### src/rtl/mem_stage.sv
// Memory-access stage: byte-serial loads/stores over a req/ack byte port,
// stalling the pipeline until the access completes; other ops pass through.
module mem_stage (
    input  logic        clk,
    input  logic        rst,
    input  logic [7:0]  aluop_EXMEM_i,
    input  logic        wreg_EXMEM_i,
    input  logic [4:0]  waddr_EXMEM_i,
    input  logic [31:0] alurslt_EXMEM_i,
    input  logic [31:0] storedata_EXMEM_i,
    output logic        mem_req_o,
    output logic        mem_we_o,
    output logic [31:0] mem_addr_o,
    output logic [7:0]  mem_wdata_o,
    input  logic [7:0]  mem_rdata_i,
    input  logic        mem_ack_i,
    output logic        wreg_MEMWB_o,
    output logic [4:0]  waddr_MEMWB_o,
    output logic [31:0] wdata_MEMWB_o,
    output logic        rq_STALLER_o
);

    localparam logic [7:0]  ALU_LB_OP    = 8'h10;
    localparam logic [7:0]  ALU_LH_OP    = 8'h11;
    localparam logic [7:0]  ALU_LW_OP    = 8'h12;
    localparam logic [7:0]  ALU_LBU_OP   = 8'h13;
    localparam logic [7:0]  ALU_LHU_OP   = 8'h14;
    localparam logic [7:0]  ALU_SB_OP    = 8'h18;
    localparam logic [7:0]  ALU_SH_OP    = 8'h19;
    localparam logic [7:0]  ALU_SW_OP    = 8'h1A;
    localparam logic        DISABLE      = 1'b0;
    localparam logic [31:0] ZERO_WORD    = 32'h0000_0000;
    localparam logic [4:0]  NOP_REG_ADDR = 5'd0;

    typedef enum logic [1:0] {
        IDLE   = 2'd0,
        ACCESS = 2'd1,
        DONE   = 2'd2
    } state_t;

    state_t      state_r;
    logic [1:0]  cnt_r;
    logic [31:0] buf_r;
    logic        mem_op_s;
    logic        store_s;
    logic [1:0]  last_s;

    function automatic logic is_mem_op(input logic [7:0] op);
        case (op)
            ALU_LB_OP, ALU_LH_OP, ALU_LW_OP, ALU_LBU_OP, ALU_LHU_OP,
            ALU_SB_OP, ALU_SH_OP, ALU_SW_OP: return 1'b1;
            default:                         return 1'b0;
        endcase
    endfunction

    function automatic logic is_store(input logic [7:0] op);
        case (op)
            ALU_SB_OP, ALU_SH_OP, ALU_SW_OP: return 1'b1;
            default:                         return 1'b0;
        endcase
    endfunction

    // Index of the final byte lane, i.e. byte count minus one
    function automatic logic [1:0] last_idx(input logic [7:0] op);
        case (op)
            ALU_LH_OP, ALU_LHU_OP, ALU_SH_OP: return 2'd1;
            ALU_LW_OP, ALU_SW_OP:             return 2'd3;
            default:                          return 2'd0;
        endcase
    endfunction

    function automatic logic [31:0] load_result(input logic [7:0] op, input logic [31:0] b);
        case (op)
            ALU_LB_OP:  return {{24{b[7]}}, b[7:0]};
            ALU_LBU_OP: return {24'h00_0000, b[7:0]};
            ALU_LH_OP:  return {{16{b[15]}}, b[15:0]};
            ALU_LHU_OP: return {16'h0000, b[15:0]};
            ALU_LW_OP:  return b;
            default:    return ZERO_WORD;
        endcase
    endfunction

    assign mem_op_s = is_mem_op(aluop_EXMEM_i);
    assign store_s  = is_store(aluop_EXMEM_i);
    assign last_s   = last_idx(aluop_EXMEM_i);

    // Access sequencer: byte counter and load assembly buffer
    always_ff @(posedge clk or posedge rst) begin
        if (rst) begin
            state_r <= IDLE;
            cnt_r   <= 2'd0;
            buf_r   <= 32'h0000_0000;
        end else begin
            case (state_r)
                IDLE: begin
                    cnt_r <= 2'd0;
                    if (mem_op_s) begin
                        state_r <= ACCESS;
                        buf_r   <= 32'h0000_0000;
                    end else begin
                        state_r <= IDLE;
                    end
                end
                ACCESS: begin
                    if (mem_ack_i) begin
                        if (!store_s) begin
                            buf_r[{cnt_r, 3'b000} +: 8] <= mem_rdata_i;
                        end
                        if (cnt_r == last_s) begin
                            state_r <= DONE;
                        end else begin
                            cnt_r <= cnt_r + 2'd1;
                        end
                    end
                end
                DONE: begin
                    state_r <= IDLE;
                    cnt_r   <= 2'd0;
                end
                default: begin
                    state_r <= IDLE;
                    cnt_r   <= 2'd0;
                end
            endcase
        end
    end

    // Memory port and write-back outputs decoded from the current state
    always_comb begin
        mem_req_o     = 1'b0;
        mem_we_o      = 1'b0;
        mem_addr_o    = 32'h0000_0000;
        mem_wdata_o   = 8'h00;
        wreg_MEMWB_o  = wreg_EXMEM_i;
        waddr_MEMWB_o = waddr_EXMEM_i;
        wdata_MEMWB_o = alurslt_EXMEM_i;
        rq_STALLER_o  = 1'b0;
        case (state_r)
            IDLE: begin
                if (mem_op_s) begin
                    wreg_MEMWB_o  = DISABLE;
                    waddr_MEMWB_o = NOP_REG_ADDR;
                    wdata_MEMWB_o = ZERO_WORD;
                    rq_STALLER_o  = 1'b1;
                end else begin
                    rq_STALLER_o  = 1'b0;
                end
            end
            ACCESS: begin
                mem_req_o     = 1'b1;
                mem_we_o      = store_s;
                mem_addr_o    = alurslt_EXMEM_i + {30'd0, cnt_r};
                mem_wdata_o   = storedata_EXMEM_i[{cnt_r, 3'b000} +: 8];
                wreg_MEMWB_o  = DISABLE;
                waddr_MEMWB_o = NOP_REG_ADDR;
                wdata_MEMWB_o = ZERO_WORD;
                rq_STALLER_o  = 1'b1;
            end
            DONE: begin
                wdata_MEMWB_o = load_result(aluop_EXMEM_i, buf_r);
            end
            default: begin
                rq_STALLER_o  = 1'b0;
            end
        endcase
        // Reset must release the pipeline at once, even with a memory op still present
        if (rst) begin
            rq_STALLER_o = 1'b0;
        end else begin
            rq_STALLER_o = rq_STALLER_o;
        end
    end

endmodule

### config.mk
export PLATFORM = sky130hd
export DESIGN_NAME = mem_stage
export DESIGN_NICKNAME = d
export VERILOG_FILES = /design/src/rtl/mem_stage.sv
export SDC_FILE = /design/constraint.sdc
export NUM_CORES = 1
export LEC_CHECK = 0
export BUFFER_PORTS_ARGS = -buffer_cell sky130_fd_sc_hd__buf_2
export CORE_ASPECT_RATIO = 0.7
export CORE_UTILIZATION = 52
export DETAILED_ROUTE_END_ITERATION = 10
export GPL_TIMING_DRIVEN = 0
export PLACE_DENSITY = 0.87
export SETUP_SLACK_MARGIN = 0.4
export SLEW_MARGIN = 25
export SYNTH_ARGS = -nofsm -noshare
export SYNTH_HDL_FRONTEND = slang
export SYNTH_SLANG_ARGS = --single-unit
### constraint.sdc
create_clock -name clk -period 5.3 [get_ports clk]
set_clock_uncertainty 0.15 [all_clocks]
set_input_delay 0.265 -clock clk [delete_from_list [all_inputs] [get_ports clk]]
set_output_delay 0.265 -clock clk [all_outputs]
set_load 0.005 [all_outputs]
==> impl_metrics.yaml <==
grt:
  grt_overflow: 0
  track_usage_pct: 35.1
  grt_pass1_wl_um: 20000
  grt_max_degree: 37
  antenna_found_initial: 0
  grt_pass1_vias: 4126
pwr:
  power_switching_uw: 670
  seqPwrFrac_pct: 27.0
  power_density_nw_per_um2: 318
  peakVddDrop_uv: 197
  p_leak_uw: 0.00227
  p_int_uw: 852
  combPwrFrac_pct: 59.0
  clockPowerShare_pct: 14.1
  sw_frac_of_total_pct: 44.0
yosys:
  syn-cell-area_um2: 3720
  synth_enable_flop_cells: 0
  yosysTopAreaCell: "dfrtp_1"
  syn_nets: 550
  ys_warn_count: 0
  synthTopCellsByArea: "dfrtp_1 (24%), mux2i_1 (9.1%), o2bb2ai_1 (5.6%)"
  synth_cell_types: 56
  yosysSeqAreaShare_pct: 24.2
  synth_top_cell_area_share_pct: 24.2
  async_flop_share_pct: 100
  netlist_instances: 454
  syn_avg_cell_area_um2: 8.20
  ys_ff_latch: 36
  synth_ff_type: "dfrtp_1"
timing:
  worst_pin_slew_ns: 0.929
  whs_ns: 0.0998
  relSlewSlack_pct: 37.6
  setup-tns-final_ns: 0
  period_needed_ns: 3.23
  grt_setup_unrepaired: "no"
  finalHoldViolCount: 0
  slew_viol_final: 0
  min_period_over_period_pct: 60.9
  setup_violations: 0
  max_freq_mhz: 310
  fin_ws_ns: 2.07
worst_hold_path:
  min_path_cells: 3
  min_from: "mem_rdata_i[2]"
  hold_end: "buf_r[26]$_DFFE_PP0P_"
  hold_path.class: "input port to register"
critical_path:
  r2r_cells: 8
  reg2reg_to: "buf_r[20]$_DFFE_PP0P_"
  startpoint: "cnt_r[0]$_DFFE_PP0P_"
  arrival_ns: 2.81
  r2r_slack_ns: 2.46
  crit_type: "register to output pin"
  critPathMaxFanout: 10
  endpoint_kind: "output pin"
  required_ns: 4.89
  r2r_start: "cnt_r[0]$_DFFE_PP0P_"
  cp-start-kind: "register"
final_layout:
  utilization_pct: 69.8
  fillers: 572
  nets: 723
  syn2layout_area_growth_pct: 28.5
  antenna_cells: 0
  layout-drive-gt1-share_pct: 32.0
clocking:
  clk_latency_ns: 0.30
  tritoncts: "done"
  cts_hold_buf: 1
  htreeDepth: 2
  root_buffer: "clkbuf_8"
  cts_sinks: 36
  numCtsBuffers: 5
  clock_path_buffers: 2
  clk_pin_slew_ns: 0.07
  cts_setup_buffers: 0
  cts_resized: 0
drt:
  drt-pass1-iter-count: 7
  vias: 4446
  vias_per_cell: 6.16
  wire_per_inst_um: 17.6
  drtIter0Drc: 482
  drt-total-wl_um: 12700
  ant_nets: 0
  remaining_drc_errors: 0
status:
  status: "finished, final reports clean"
floorplan:
  core_um2: 6850
  initial_core_util_pct: 54.4
  die_h_um: 72.8
  ios: 170
  rows: 25
  dieArea_um2: 7510
  chipWidth_um: 103
flow_run:
  max-cap-violations: 0
placement:
  dp_hpwl_um: 10100
  dpl_worst_slack_ns: 2.44
  io_buffers: 165
  gp_congestion: 0.933
## logic make-up (layout without fill, tap and decap cells)
family                     after synthesis  after routing  synth area share, %
adders and majority gates                7              7                 2.55
buffers and inverters                   75            249                 8.06
xor gates and xnor gates                14             14                 3.29
muxes                                   42             42                 14.0
and+or+nand+nor                        164            164                 24.4
AOI/OAI and AO/OA                      116            116                 23.6
DFF                                     36             36                 24.2
## per-stage QoR
step	total power (uW)	instance area [um^2]	std cells
floorplan	914	3720	454
global placement	1250	4670	713
detailed placement	1290	4680	713
CTS	1510	4780	722
global route	1630	4780	722
finish	1520	4780	722
## power groups by stage
stage | Combinational (uW) | Sequential [uW] | Clock (uW)
CTS | 884 | 409 | 213
floorplan | 520 | 394 | 0
detailed placement | 877 | 413 | 0
finish | 898 | 411 | 214
global route | 984 | 418 | 225
global placement | 847 | 408 | 0
## layout by cell type, fill, tap and decap left out, drive strengths merged, types with 10 or more instances in the layout
cell,synthesis,routed
o2bb2ai,24,24
clkbuf,24,31
inv,41,41
mux2i,34,34
nand3,15,15
nor2,15,15
a21oi,39,39
xnor2,10,10
nand2,48,48
nand4,12,12
buf,10,175
and2,17,17
dfrtp,36,36
o21ai,10,10
## how the worst max path moves through the flow
| stage | endpoint | depth (start not counted) |
|---|---|---|
| 2_1_floorplan | buf_r[0]$_DFFE_PP0P_ | 6 |
| 3_3_place_gp | buf_r[5]$_DFFE_PP0P_ | 6 |
| 3_5_place_dp | mem_addr_o[30] | 8 |
| 4_1_cts | mem_addr_o[30] | 8 |
| 5_1_grt | mem_addr_o[30] | 8 |
| 6_report | mem_addr_o[30] | 8 |
## cell usage after synthesis (all sizes together) (5+ instances only)
cell type,n
xnor2,10
dfrtp,36
a22o,8
buf,10
o2bb2ai,24
nand2b,7
clkbuf,24
or4,9
and4,9
nand2,48
ha,6
or3,5
nor4,7
mux2i,34
mux4,8
inv,41
o31ai,9
and2,17
a21oi,39
nor2,15
o21ai,10
nand4,12
nand3,15
## sequential cells by signal, summed over array words and instances (netlist names)
signal,count
buf_r,32
state_r,2
cnt_r,2
## area by class of cell
cell class                      instances  area [um^2]  share of cell area (%)
Multi-Input combinational cell        343         2530                    53.0
Sequential cell                        36          901                    18.8
Timing Repair Buffer                  166          836                    17.5
Inverter                               41          154                    3.22
Buffer                                 34          146                    3.06
Tap cell                               94          118                    2.46
Clock buffer                            7         86.3                    1.80
Clock inverter                          1         7.51                   0.157
## worst max-delay path: stages, from the launching register on
cell	delay, ns
dfrtp_1	0.43
ha_1	0.23
fa_1	0.46
and4_1	0.29
nand4_1	0.24
clkbuf_1	0.38
o311ai_0	0.19
o41ai_1	0.11
buf_2	0.18
## metal layers
layer	global-route usage [%]	up-vias	share of wire, %
met3	8.24	30	12
met4	9.39	0	1.9
li1	-	2024	-
met1	48.6	2063	41
met2	55.3	329	45
met5	0	-	0
Power figures use the tool's default switching activity.
